File: src/rtl/lcd_page_scheduler.sv
// Chooses the page the character LCD shows (rotating normal pages or prioritised
// alarm pages) and hands each repaint to the LCD driver over a req/ack handshake.
module lcd_page_scheduler #(
  parameter int TICK_DIV    = 50_000,
  parameter int NUM_PAGES   = 3,
  parameter int ROTATE_MS   = 3000,
  parameter int MIN_HOLD_MS = 1000,
  parameter int REFRESH_MS  = 200
) (
  input  logic       clk,
  input  logic       rst,
  input  logic [3:0] alarm_req,
  input  logic       page_next,
  input  logic       upd_ack,
  output logic       upd_req,
  output logic [2:0] page_sel,
  output logic       alarm_active
);

  localparam int            TW           = (TICK_DIV > 1) ? $clog2(TICK_DIV) : 1;
  localparam logic [TW-1:0] TICK_LAST    = TW'(TICK_DIV - 1);
  localparam logic [15:0]   ROTATE_LIM   = 16'(ROTATE_MS);
  localparam logic [15:0]   MIN_HOLD_LIM = 16'(MIN_HOLD_MS);
  localparam logic [15:0]   REFRESH_LIM  = 16'(REFRESH_MS);
  localparam logic [1:0]    LAST_PAGE    = 2'(NUM_PAGES - 1);

  typedef enum logic {NORMAL, ALARM} state_t;

  state_t        state, state_n;
  logic [1:0]    norm_idx, norm_idx_n;
  logic [1:0]    alarm_idx, alarm_idx_n;
  logic [TW-1:0] tick_cnt;
  logic          tick;
  logic [15:0]   hold_ms;
  logic [15:0]   refresh_ms;
  logic          pending;
  logic          target_chg;
  logic          refresh_hit;
  logic [2:0]    target;
  logic [1:0]    top_alarm;
  logic          any_alarm;

  assign tick        = (tick_cnt == TICK_LAST);
  assign refresh_hit = (refresh_ms >= REFRESH_LIM);
  assign any_alarm   = |alarm_req;
  assign target      = (state == ALARM) ? {1'b1, alarm_idx} : {1'b0, norm_idx};

  // Lowest set bit wins: bit 0 (side brake) is the most urgent alarm.
  always_comb begin
    top_alarm = 2'd0;
    if (alarm_req[0])      top_alarm = 2'd0;
    else if (alarm_req[1]) top_alarm = 2'd1;
    else if (alarm_req[2]) top_alarm = 2'd2;
    else if (alarm_req[3]) top_alarm = 2'd3;
  end

  always_comb begin
    state_n     = state;
    norm_idx_n  = norm_idx;
    alarm_idx_n = alarm_idx;
    target_chg  = 1'b0;
    case (state)
      NORMAL: begin
        if (any_alarm) begin
          state_n     = ALARM;
          alarm_idx_n = top_alarm;
          target_chg  = 1'b1;
        end else if (page_next || hold_ms >= ROTATE_LIM) begin
          norm_idx_n = (norm_idx == LAST_PAGE) ? 2'd0 : norm_idx + 2'd1;
          target_chg = 1'b1;
        end
      end
      ALARM: begin
        // Higher priority preempts at once; otherwise the page is held for the
        // minimum time and until its own request clears. The stored normal
        // index is resumed unchanged.
        if (any_alarm && top_alarm < alarm_idx) begin
          alarm_idx_n = top_alarm;
          target_chg  = 1'b1;
        end else if (hold_ms >= MIN_HOLD_LIM && !alarm_req[alarm_idx]) begin
          if (any_alarm) alarm_idx_n = top_alarm;
          else           state_n     = NORMAL;
          target_chg = 1'b1;
        end
      end
      default: state_n = NORMAL;
    endcase
  end

  always_ff @(posedge clk or negedge rst) begin
    if (!rst) begin
      state        <= NORMAL;
      norm_idx     <= 2'd0;
      alarm_idx    <= 2'd0;
      alarm_active <= 1'b0;
      tick_cnt     <= '0;
      hold_ms      <= 16'd0;
      refresh_ms   <= 16'd0;
    end else begin
      state        <= state_n;
      norm_idx     <= norm_idx_n;
      alarm_idx    <= alarm_idx_n;
      alarm_active <= (state_n == ALARM);
      tick_cnt     <= tick ? '0 : tick_cnt + 1'b1;
      if (target_chg) begin
        hold_ms    <= 16'd0;
        refresh_ms <= 16'd0;
      end else begin
        if (tick && hold_ms != 16'hFFFF) hold_ms <= hold_ms + 16'd1;
        if (refresh_hit)  refresh_ms <= 16'd0;
        else if (tick)    refresh_ms <= refresh_ms + 16'd1;
      end
    end
  end

  // Handshake: upd_req rises when work is pending, page_sel is captured at that
  // moment and frozen until upd_ack; at least one low cycle between requests.
  always_ff @(posedge clk or negedge rst) begin
    if (!rst) begin
      upd_req  <= 1'b0;
      page_sel <= 3'd0;
      pending  <= 1'b1;
    end else begin
      if (target_chg || refresh_hit) pending <= 1'b1;
      else if (!upd_req)             pending <= 1'b0;
      if (upd_req) begin
        if (upd_ack) upd_req <= 1'b0;
      end else if (pending) begin
        upd_req  <= 1'b1;
        page_sel <= target;
      end
    end
  end

endmodule

File: config.mk
export PLATFORM = sky130hd
export DESIGN_NAME = lcd_page_scheduler
export DESIGN_NICKNAME = d
export VERILOG_FILES = /design/src/rtl/lcd_page_scheduler.sv
export SDC_FILE = /design/constraint.sdc
export NUM_CORES = 1
export LEC_CHECK = 0
export CAP_MARGIN = 20
export CORE_UTILIZATION = 44
export CTS_CLUSTER_DIAMETER = 200
export CTS_CLUSTER_SIZE = 30
export DETAILED_ROUTE_END_ITERATION = 10
export SYNTH_ARGS = -nofsm -noshare
export SYNTH_HDL_FRONTEND = slang
export SYNTH_SLANG_ARGS = --single-unit
File: constraint.sdc
create_clock -name clk -period 2.7 [get_ports clk]
set_clock_uncertainty 0.15 [all_clocks]
set_input_delay 0.27 -clock clk [delete_from_list [all_inputs] [get_ports clk]]
set_output_delay 0.27 -clock clk [all_outputs]
set_load 0.01 [all_outputs]
* Yosys cells after proc, flatten, opt, wreduce, memory -nomap -nowiden
Index checks and enable logic that the tools add are counted.
Storage, ports and cells: output and inout port bits 5, memories kept 0, word-level logic and storage cells 69, register bits 58, memory bits (read-only) 0, bits in latches 0, input port bits 8, bits in writable memories 0
Cells by class: multiplexer cells 32, add/subtract/negate cells 4, bitwise gates (word level) 3, order comparisons 5, divide/modulo/power cells 0, eq/ne operators 5, multipliers 0, reductions and logical operators 11, shift operators 0
Operator list (count):
- 16-bit 2-to-1 mux | 6
- 16-bit by 1-bit adder with 16-bit output, second input constant | 3
- 16-bit == test, second input constant | 1
- 16-bit by 10-bit greater-or-equal comparator with 1-bit output, second input constant | 1
- 16-bit by 12-bit greater-or-equal comparator with 1-bit output, second input constant | 1
- 16-bit by 8-bit greater-or-equal comparator with 1-bit output, second input constant | 1
- 2-bit 2-to-1 mux | 8
- 16-bit != test, second input constant | 1
- 1-bit 2-to-1 mux | 13
- 1-bit case mux with 2 select lines | 2
- 2-bit case mux with 2 select lines | 1
- 4-bit OR reduction | 1
- 1-bit logical AND | 3
- 2-bit by 3-bit less-than comparator with 1-bit output, second input constant | 1
- 3-bit 2-to-1 mux | 1
- 3-bit by 1-bit != test with 1-bit output, second input constant | 1
- 1-bit inverter | 3
- 3-bit AND reduction | 1
- 3-bit nonzero test | 1
- 2-bit by 1-bit adder with 2-bit output, second input constant | 1
- 1-bit binary-select mux with 2-bit select | 1
- 2-bit == test, second input constant | 1
- 1-bit logical OR | 2
- 2-bit less-than comparator | 1
- 4 further kinds | 4

* Longest topological paths before layout
Gate-level depths: netlist of the first run.
depth after elaboration 10, depth in mapped cells 8, gate-level depth less buffers 7

* Worst setup path after synthesis of the first run
No wires, ideal clock.
path type reg-to-reg, from register hold_ms[12], to register refresh_ms[4], buffers on the path 1, arrival time 1.693 ns, slack 0.773 ns, library setup time 0.084 ns, cell stages (with the launch flop) 7, clock period less this slack 1.927 ns, data required time 2.466 ns, cell sequence dfrtp_1 nor4_2 o311ai_1 a221oi_2 a21oi_2 buf_6 nor3_2
Between the ends: longest elaborated chain between the ends 6, elaborated cells between the ends (all ways) 11, those cells by class order compare: 2; mux: 6; reduce/logical: 3
RTL lines:
- start, declared | RTL line 34 | logic [15:0] hold_ms;
- start signal, assigned | RTL line 109 | if (tick && hold_ms != 16'hFFFF) hold_ms <= hold_ms + 16'd1;
- 16-bit by 10-bit greater-or-equal comparator with 1-bit output / 16-bit by 12-bit greater-or-equal comparator with 1-bit output (equally long branches) | RTL line 80, 68
- 1-bit logical AND / 1-bit logical OR (equally long branches) | RTL line 80, 68
- 1-bit 2-to-1 mux (on tied branches) | RTL line 80, 68
- 1-bit 2-to-1 mux (on tied branches) | RTL line 77, 64
- 1-bit case mux with 2 select lines (*) | RTL line 62 | case (state)
- 3-bit nonzero test (no line) / 16-bit 2-to-1 mux (equally long branches)
- end signal, assigned | RTL line 111 | else if (tick) refresh_ms <= refresh_ms + 16'd1;
- end, declared | RTL line 35 | logic [15:0] refresh_ms;
Mark *: on every way between the ends. The rest lies on a longest branch, timed or not. A chain may end at the register's enable or synchronous reset.

* Worst setup path after layout of the first run
from input alarm_req[2], to register hold_ms[11]
Between the ends: longest elaborated chain between the ends 8, elaborated cells between the ends (all ways) 16, those cells by class order compare: 1; mux: 10; reduce/logical: 5
RTL lines:
- start, declared | RTL line 12 | input logic [3:0] alarm_req,
- 2-bit 2-to-1 mux / 1-bit binary-select mux with 2-bit select (equally long branches) | RTL line 53, 80
- 2-bit 2-to-1 mux / 1-bit 2-to-1 mux (equally long branches) | RTL line 52, 80
- 2-bit 2-to-1 mux / 1-bit zero test (equally long branches) | RTL line 51, 80
- 2-bit less-than comparator / 1-bit logical AND (equally long branches) | RTL line 77, 80
- 1-bit logical AND / 1-bit 2-to-1 mux (equally long branches) | RTL line 77, 80
- 1-bit 2-to-1 mux | RTL line 77 | if (any_alarm && top_alarm < alarm_idx) begin
- 1-bit case mux with 2 select lines (*) | RTL line 62
- 16-bit 2-to-1 mux / 2-bit nonzero test (equally long branches)
Mark *: on every way between the ends. The rest lies on a longest branch, timed or not. The select of a mux whose other input is x is not followed.

==> reports/metrics.cfg, run 1 <==
[critical_path]
crit_fanout=16
crit_required_ps=2770
reg2reg_depth=7
r2r_end=hold_ms[11]$_DFFE_PN0P_
arrival_ps=2340
crit_start=alarm_req[2]
r2r-start=hold_ms[5]$_DFFE_PN0P_
cp-start-kind=input pin
rrSetupSlack_ps=460
criticalPathCategory=in -> reg
cp-end-kind=register

[cells_and_area]
area_growth_pct=16.38
antenna-diode-count=0
final_area_sq_um=3343
drive_above_1_share=0.1266
final_cells=393
nets=325

[routing]
avgRoutedWirePerCell_um=13.34
wl_met1_mm=2.533
wl_met3_um=201
drtIter0Drc=104
wirelength_mm=5.244
wl_met2_mm=2.452
postRouteAntennaNets=0
drc=0
vias=2066
top_layer=met4
viasPerCell=5.257
dr.pass1.iters=4

[placed_design]
hpwl_mm=3.580
dp.cells=376
place_area_sq_um=3138
port_buffers=12
finalWeightedCongestion=0.7772

[timing]
slew_violations=0
rsz0062_at_grt=false
fmax_mhz=440.0
post-route-period-util=0.8417
relSlewSlack=0.5305
finalSetupTns_ps=0
hold_viol=0
min_period_ps=2273
setup_viol=0
worstMarginPinSlew_ps=704.3

[clocking]
cts_setup_buffers=0
clockBufferDepth=2
cts_tree=built
cts_buffers=9
cts_resized=0
root_buffer=clkbuf_8
clk_latency_ps=330
cts.sinks=58
holdBufCountCts=1
clkSlewWorstSetupHoldPaths_ps=60
htree_levels=3

[grt]
grt_max_degree=59
grt_use_total=0.1718
grt_pass1_wl_mm=9.418
antenna_found_initial=0
grt_pass1_vias=2054
grt_overflow=0

[power]
ir_drop_mv=0.4731
p_leak_nw=1.457
p_per_area_nw_per_um2=614.5
power_mw=2.054

[floorplanning]
die_h_um=82.80
die-area_sq_um=6856
start_util=0.4550
die_width_um=82.80
io_pins=13
core_sq_um=6314
rows=29

[logic_synthesis]
synth_cell_types=44
ys.flop_type=dfrtp_1
synth_seq_area_share=0.5057
synth-seq-cells=58
syn-cell-area_sq_um=2873
synth_area_per_cell_sq_um=10.33
syn_inst=278
ys_async_sr_fraction=1.000
synth_warnings=0
synth_edf_count=0

[worst_hold_path]
hold_end=page_sel[0]$_DFFE_PN0P_
hold-path-cell-count=2
min-delay-start=page_sel[0]$_DFFE_PN0P_
min_path_type=reg -> reg

[run]
maxCapViolCount=0

[run_status]
outcome=completed

-- synthesized netlist by cell type (all sizes together) (2+ instances only) --
master | n | share of area
xnor2 | 9 | 0.027
inv | 11 | 0.014
xor2 | 23 | 0.070
nor4b | 2 | 0.0061
mux2i | 5 | 0.017
buf | 6 | 0.013
nor4 | 5 | 0.015
o311ai | 3 | 0.0091
nand4 | 12 | 0.026
o21ai | 11 | 0.019
ha | 6 | 0.026
nor3 | 15 | 0.033
nand2b | 2 | 0.0044
o211ai | 6 | 0.016
or3 | 3 | 0.0065
dfrtp | 57 | 0.50
and3 | 7 | 0.015
and2 | 5 | 0.011
nand3 | 17 | 0.030
o41ai | 2 | 0.0061
nand2 | 15 | 0.020
nor2b | 2 | 0.0044
mux2 | 2 | 0.0078
nor2 | 34 | 0.044
a21oi | 4 | 0.0083
-- logic make-up after synthesis --
kind of cell	after synthesis	share of synthesized area
flops	58	0.5057
fa+ha+maj	6	0.02613
xor+xnor	32	0.09756
buf+inv	18	0.02831
simple gates	124	0.2313
mux	8	0.03310
compound gates	31	0.07665
other cells	1	0.001305
-- routing by layer --
| layer | GRT usage | vias up |
|---|---|---|
| li1 | - | 1041 |
| met1 | 0.2109 | 990 |
| met2 | 0.2765 | 31 |
| met3 | 0.06660 | 4 |
| met4 | 0.05956 | 0 |
| met5 | 0 | - |
-- how the worst max path moves through the flow --
stage,cells after the start,endpoint,slack (ps)
4_1_cts,9,hold_ms[11]$_DFFE_PN0P_,410
3_5_place_dp,9,hold_ms[11]$_DFFE_PN0P_,60
2_1_floorplan,6,refresh_ms[4]$_DFFE_PN0P_,770
5_1_grt,9,hold_ms[4]$_DFFE_PN0P_,220
6_report,9,hold_ms[11]$_DFFE_PN0P_,430
3_3_place_gp,9,hold_ms[2]$_DFFE_PN0P_,100
-- layout by cell type, fill, tap and decap left out, types with 2 or more instances in the layout --
cell,instances
a21oi_1,3
and2_1,5
and3_1,7
buf_4,9
clkbuf_8,10
clkdlybuf4s50_1,11
clkinv_2,3
conb_1,8
dfrtp_1,57
ha_1,6
inv_1,11
mux2_2,2
mux2i_1,5
nand2_1,15
nand2b_1,2
nand3_1,17
nand4_1,12
nor2_1,34
nor2b_1,2
nor3_1,11
nor3_2,4
nor4_1,3
nor4_2,2
nor4b_1,2
o211ai_1,6
o21ai_0,11
o311ai_0,2
o41ai_1,2
or3_1,3
xnor2_1,9
xor2_1,23
-- where the power goes --
| part | switching (mW) | internal (mW) |
|---|---|---|
| combinational | 0.186 | 0.134 |
| sequential | 0.0352 | 0.914 |
| clock | 0.337 | 0.448 |
-- worst max-delay path: stages --
cell	delay, ps
clkdlybuf4s50_1	530
nor2_1	80
nor3_1	150
ha_1	250
o311ai_0	110
a221oi_2	130
a21oi_2	420
buf_4	310
nor2_1	80
-- metrics by stage --
stage | hold WS [ps] | setup WS, ps | util
CTS | 321.6 | 413.0 | 0.5295
global placement | 313.6 | 96.50 | 0.4970
global route | 334.7 | 222.8 | 0.5295
floorplan | -175.6 | 772.7 | -
detailed placement | 312.1 | 61.61 | 0.4970
finish | 331.2 | 427.5 | 0.5295
-- sequential cells by signal (all words and copies together) (netlist names), named ones only --
register    cells
hold_ms        16
norm_idx        2
page_sel        3
pending         1
refresh_ms     16
state           1
tick_cnt       16
upd_req         1
-- cell type report --
cell class                 count  area [sq um]
sequential                    58          1453
timing repair buffer          22         192.7
clock buffer                  11         141.4
tap                           77         96.34
fill                         587          2970
clock inverter                 5         53.80
multi-input combinational    209          1365
inverter                      11         41.29
(Power assumes the default switching activity.)
==> run 2: changes to the inputs <==
==> constraint.sdc (replaced) <==
create_clock -name clk -period 2.3 [get_ports clk]
set_clock_uncertainty 0.15 [all_clocks]
set_input_delay 0.23 -clock clk [delete_from_list [all_inputs] [get_ports clk]]
set_output_delay 0.23 -clock clk [all_outputs]
set_load 0.01 [all_outputs]
==> reports/metrics.cfg, run 2 (synthesis gave the netlist of run 1 again) <==
[run_status]
outcome=completed

[timing]
min_period_ps=2120
fmax_mhz=471.7
relSlewSlack=0.5277  ; -0.002773
post-route-period-util=0.9217
hold_viol=0  ; unchanged
finalSetupTns_ps=0  ; unchanged
setup_viol=0  ; unchanged
rsz0062_at_grt=false
slew_violations=0  ; unchanged
worstMarginPinSlew_ps=708.5  ; +4.158 ps
finalWorstSetupSlack_ps=180.2  ; -247.3 ps

[grt]
top_usage_layer=met2
grt_overflow=0  ; unchanged
grt_pass1_vias=2075  ; +1.0%
gr-usage-met1=0.2154  ; +0.004534
grtUsageMet2=0.2638  ; -0.01267
grt_use_total=0.1665  ; -0.005346
grt_max_degree=59  ; unchanged
use_met3=0.05666  ; -0.009940
antenna_found_initial=0  ; unchanged
grt_pass1_wl_mm=9.190  ; -2.4%

[clocking]
cts_tree=built
cts.sinks=58  ; unchanged
root_buffer=clkbuf_8
cts_setup_buffers=0  ; unchanged
clockBufferDepth=2  ; unchanged
clkSlewWorstSetupHoldPaths_ps=60  ; about the same
cts_buffers=9  ; unchanged
htree_levels=3  ; unchanged
clk_latency_ps=330  ; about the same

[cells_and_area]
area_growth_pct=20.08
antenna-diode-count=0  ; unchanged
layout_commonest_cell=dfrtp_1
fillers=580  ; -1.2%
final_cell_mix=dfrtp_1, nor2_1, xor2_1, nand3_1
drive_above_1_share=0.1455  ; +0.01893
nets=332  ; +2.2%
final_area_sq_um=3450  ; +3.2%
final_core_util=0.5464  ; +0.01685
reg_top3=hold_ms x16, refresh_ms x16, tick_cnt x16
final_cells=400  ; +1.8%

[floorplanning]
die_h_um=82.80  ; unchanged
die_width_um=82.80  ; unchanged
start_util=0.4550  ; unchanged
die-area_sq_um=6856  ; unchanged
rows=29  ; unchanged
io_pins=13  ; unchanged
core_sq_um=6314  ; unchanged

[power]
p_per_area_nw_per_um2=762.7  ; +24%
ir_drop_mv=0.4619  ; -2.4%
p_leak_nw=1.506  ; +3.3%

[critical_path]
cp-start-kind=register
crit_chain=ha_1, nand4_1, or3_1, o211ai_1, o21ai_0, a21oi_1
slowest_delay_ps=480  ; -50 ps
arrival_ps=2220  ; -120 ps
crit_required_ps=2400  ; -370 ps
slowest_stage=or3_1
crit_fanout=8  ; -8
criticalPathCategory=reg -> reg
cp-end-kind=register

[placed_design]
place_ws_ps=7.006  ; -54.61 ps
finalWeightedCongestion=0.7674  ; -1.3%
port_buffers=12  ; unchanged
place_area_sq_um=3203  ; +2.1%
dp.cells=383  ; +1.9%
hpwl_mm=3.523  ; -1.6%

[routing]
viasPerCell=5.233  ; -0.47%
dr.pass1.iters=4  ; unchanged
avgRoutedWirePerCell_um=12.78  ; -4.2%
vias=2093  ; +1.3%
postRouteAntennaNets=0  ; unchanged
drtIter0Drc=100  ; -3.8%
drc=0  ; unchanged
wirelength_mm=5.113  ; -2.5%

[worst_hold_path]
min_path_type=in -> reg

[run]
maxCapViolCount=0  ; unchanged

run 2: cell count changes in the layout (fill, tap and decap cells not counted), sizes merged:
| cell | previous run | this run |
|---|---|---|
| buf | 10 | 17 |
| clkinv | 4 | 1 |
| bufinv | 1 | 3 |
| clkinvlp | 0 | 1 |
run 2: per-layer routing:
metal  up-vias  wire (um)
met4         0         62
met5         -          0
met3         6        132
met2        20       2388
met1      1012       2529
li1       1055          -
run 2: cell type report:
| class | count | area (sq um) | share of cell area |
|---|---|---|---|
| Sequential cell | 58 | 1453 | 0.4211 |
| Clock inverter | 5 | 102.6 | 0.02974 |
| Clock buffer | 11 | 131.4 | 0.03808 |
| Timing Repair Buffer | 29 | 257.7 | 0.07472 |
| Inverter | 11 | 41.29 | 0.01197 |
| Multi-Input combinational cell | 209 | 1368 | 0.3964 |
| Tap cell | 77 | 96.34 | 0.02793 |
run 2: worst max-delay path: cells and delay by family (launching register included):
kind | cells | cell delay (ps)
and+or+nand+nor | 2 | 640
AOI/OAI and AO/OA | 3 | 600
DFF | 1 | 420
adders and majority gates | 1 | 240
run 2: path summary, 6_finish.rpt:
kind	start	cells after the start	end	slack [ps]
worst max-delay path	hold_ms[1]$_DFFE_PN0P_	6	hold_ms[9]$_DFFE_PN0P_	180
worst min-delay path	upd_ack	2	upd_req$_DFF_PN0_	300
worst max register to register	hold_ms[1]$_DFFE_PN0P_	6	hold_ms[9]$_DFFE_PN0P_	180
worst min register to register	page_sel[0]$_DFFE_PN0P_	2	page_sel[0]$_DFFE_PN0P_	330
max in group asynchronous	rst	3	hold_ms[5]$_DFFE_PN0P_	1110
min in group asynchronous	rst	3	refresh_ms[10]$_DFFE_PN0P_	430
run 2: metrics by stage:
step | total power [mW] | hold WS (ps)
after floorplan | 1.359 | -215.6
after global placement | 1.546 | 271.1
after detailed placement | 1.548 | 269.0
after CTS | 2.674 | 284.3
after global routing | 2.766 | 318.0
final | 2.631 | 298.6
run 2: power breakdown:
group	leakage [nW]	internal [mW]	switching (mW)
combinational	0.633	0.185	0.224
clock	0.114	0.719	0.389
sequential	0.760	1.07	0.0408
total	1.51	1.98	0.654
run 2: what timing repair did:
action	in CTS	in global routing
hold buffers	1	0
hold endpoints to repair	57	0
setup endpoints to repair	0	2
resized for setup	0	2
==> run 3: changes to the inputs <==
--- a/config.mk
+++ b/config.mk
@@ -10,6 +10,7 @@
 export CTS_CLUSTER_DIAMETER = 200
 export CTS_CLUSTER_SIZE = 30
 export DETAILED_ROUTE_END_ITERATION = 10
+export PLACE_DENSITY = 0.73
 export SYNTH_ARGS = -nofsm -noshare
 export SYNTH_HDL_FRONTEND = slang
 export SYNTH_SLANG_ARGS = --single-unit
==> constraint.sdc (replaced) <==
create_clock -name clk -period 1.7 [get_ports clk]
set_clock_uncertainty 0.15 [all_clocks]
set_input_delay 0.17 -clock clk [delete_from_list [all_inputs] [get_ports clk]]
set_output_delay 0.17 -clock clk [all_outputs]
set_load 0.01 [all_outputs]
==> reports/metrics.cfg, run 3 (synthesis gave the netlist of run 1 again) <==
[timing]
min_period_ps=2103  ; -16.93 ps
setup_viol=37  ; +37
hold_viol=0  ; unchanged
post-route-period-util=1.237  ; +0.3153
fmax_mhz=475.5  ; +0.81%
finalWorstSetupSlack_ps=-402.9  ; -583.1 ps
relSlewSlack=0.6565  ; +0.1288
finalSetupTns_ps=-9815  ; -9815 ps
slew_violations=0  ; unchanged
worstMarginPinSlew_ps=515.2  ; -193.2 ps
rsz0062_at_grt=true

[grt]
grt_overflow=0  ; unchanged
grt_max_degree=39  ; -34%
grt_pass1_wl_mm=11.39  ; +24%
grt_use_total=0.2060  ; +0.03958
top_usage_layer=met2
use_met3=0.05666  ; unchanged
gr-usage-met1=0.2678  ; +0.05244
grtUsageMet2=0.3405  ; +0.07675
antenna_found_initial=0  ; unchanged
grt_pass1_vias=2507  ; +21%

[cells_and_area]
fillers=444  ; -23%
layout_commonest_cell=buf_4
nets=401  ; +21%
drive_above_1_share=0.4031  ; +0.2576
final_cell_mix=buf_4, dfrtp_1, xor2_1, nor2_1, nand2_1
final_cells=469  ; +17%
area_growth_pct=51.66
reg_top3=hold_ms x16, refresh_ms x16, tick_cnt x16
antenna-diode-count=0  ; unchanged

[placed_design]
hpwl_mm=4.491  ; +27%
place_ws_ps=-673.4  ; -680.4 ps
port_buffers=12  ; unchanged
dp.cells=442  ; +15%
finalWeightedCongestion=0.8321  ; +8.4%

[critical_path]
reg2reg_depth=7  ; +1
crit_chain=buf_4, nand3_1, or3_4, buf_4, o211ai_1, xor2_1, nor2_1
arrival_ps=2180  ; -40 ps
slowest_stage=or3_4
crit_fanout=4  ; -4
slowest_delay_ps=430  ; -50 ps
cp-end-kind=register
criticalPathCategory=reg -> reg
cp-start-kind=register
crit_required_ps=1780  ; -620 ps
cpMostUsedCell=buf_4

[floorplanning]
die-area_sq_um=6856  ; unchanged
core_sq_um=6314  ; unchanged
rows=29  ; unchanged
start_util=0.4550  ; unchanged
io_pins=13  ; unchanged
die_h_um=82.80  ; unchanged
die_width_um=82.80  ; unchanged

[clocking]
root_buffer=clkbuf_8
cts_buffers=9  ; unchanged
clkSlewWorstSetupHoldPaths_ps=80  ; +20 ps
clk_latency_ps=350  ; +20 ps
cts_tree=built
clockBufferDepth=2  ; unchanged
cts.sinks=58  ; unchanged
htree_levels=3  ; unchanged

[routing]
avgRoutedWirePerCell_um=15.62  ; +22%
dr.pass1.iters=4  ; unchanged
drc=0  ; unchanged
postRouteAntennaNets=0  ; unchanged
drtIter0Drc=130  ; +30%
vias=2525  ; +21%
viasPerCell=5.384  ; +2.9%
wirelength_mm=7.328  ; +43%

[run_status]
outcome=complete, but fails checks
violations=negative setup slack

[power]
p_per_area_nw_per_um2=925.9  ; +21%
p_sw_mw=1.156  ; +77%
pwr-share-comb=0.233  ; +0.077
ir_drop_mv=0.8477  ; +84%
p_leak_nw=2.016  ; +34%
clock_power_share=0.395  ; -0.026
p_int_mw=2.878  ; +46%
power.share.switching=0.2865  ; +0.03800
seq_power_share=0.372  ; -0.051

[run]
maxCapViolCount=0  ; unchanged

[worst_hold_path]
min_path_type=in -> async

[run 3: cell count changes in the layout (fill, tap and decap cells not counted), sizes merged]
cell | before | now
inv | 11 | 12
dlymetal6s2s | 0 | 1
clkbuf | 11 | 10
clkdlybuf4s50 | 11 | 10
buf | 17 | 85
clkinvlp | 1 | 0
clkinv | 1 | 3
[run 3: worst max-delay path: cells and delay by family, from the launching register on]
family                    cells  cell delay (ps)
AOI/OAI and AO/OA             1              250
xor gates and xnor gates      1              230
buffers and inverters         2              320
DFF                           1              420
and+or+nand+nor               3              630
[run 3: worst paths after layout]
kind	from	endpoint	slack (ps)
max	hold_ms[15]$_DFFE_PN0P_	hold_ms[4]$_DFFE_PN0P_	-400
min	rst	asynchronous set/reset pin	180
max reg2reg	hold_ms[15]$_DFFE_PN0P_	hold_ms[4]$_DFFE_PN0P_	-400
min reg2reg	page_sel[0]$_DFFE_PN0P_	page_sel[0]$_DFFE_PN0P_	350
max in group asynchronous	rst	tick_cnt[2]$_DFF_PN0_	650
min in group clk	upd_ack	upd_req$_DFF_PN0_	240
[run 3: per-layer routing]
metal,vias to the layer above,part of all wire
li1,1195,-
met1,1250,0.42
met2,67,0.53
met3,13,0.036
met4,0,0.014
met5,-,0
[run 3: what timing repair did]
| action | 4_1_cts | 5_1_grt |
|---|---|---|
| hold buffers | 1 | 0 |
| endpoints found under the setup margin | 38 | 39 |
| gates cloned | 0 | 1 |
| pin swaps | 7 | 20 |
| resized for setup | 18 | 50 |
| buffers inserted | 4 | 7 |
| endpoints found under the hold margin | 19 | 0 |
[run 3: area by class of cell]
cell class                      count  area (sq um)  share of cell area
Timing Repair Buffer               98         844.6              0.1939
Sequential cell                    58          1453              0.3334
Clock buffer                        9         123.9             0.02843
Tap cell                           77         96.34             0.02211
Clock inverter                      7         125.1             0.02872
Multi-Input combinational cell    209          1673              0.3840
Inverter                           11         41.29            0.009477
[run 3: metrics by stage]
stage	power (mW)	cell area (sq um)	utilization	hold slack, ps
4_1_cts	3.831	4065	0.6439	189.4
6_report	4.034	4357	0.6901	177.9
3_5_place_dp	2.185	3696	0.5854	25.59
3_3_place_gp	2.164	3696	0.5854	20.97
2_1_floorplan	1.845	2958	-	-275.6
5_1_grt	4.194	4357	0.6901	229.5
[run 3: power by group through the flow]
stage	registers [mW]	clock network (mW)	logic, mW
final	1.50	1.59	0.940
after global routing	1.51	1.68	1.00
after CTS	1.50	1.62	0.714
after detailed placement	1.53	0	0.658
after global placement	1.53	0	0.638
after floorplan	1.54	0	0.306
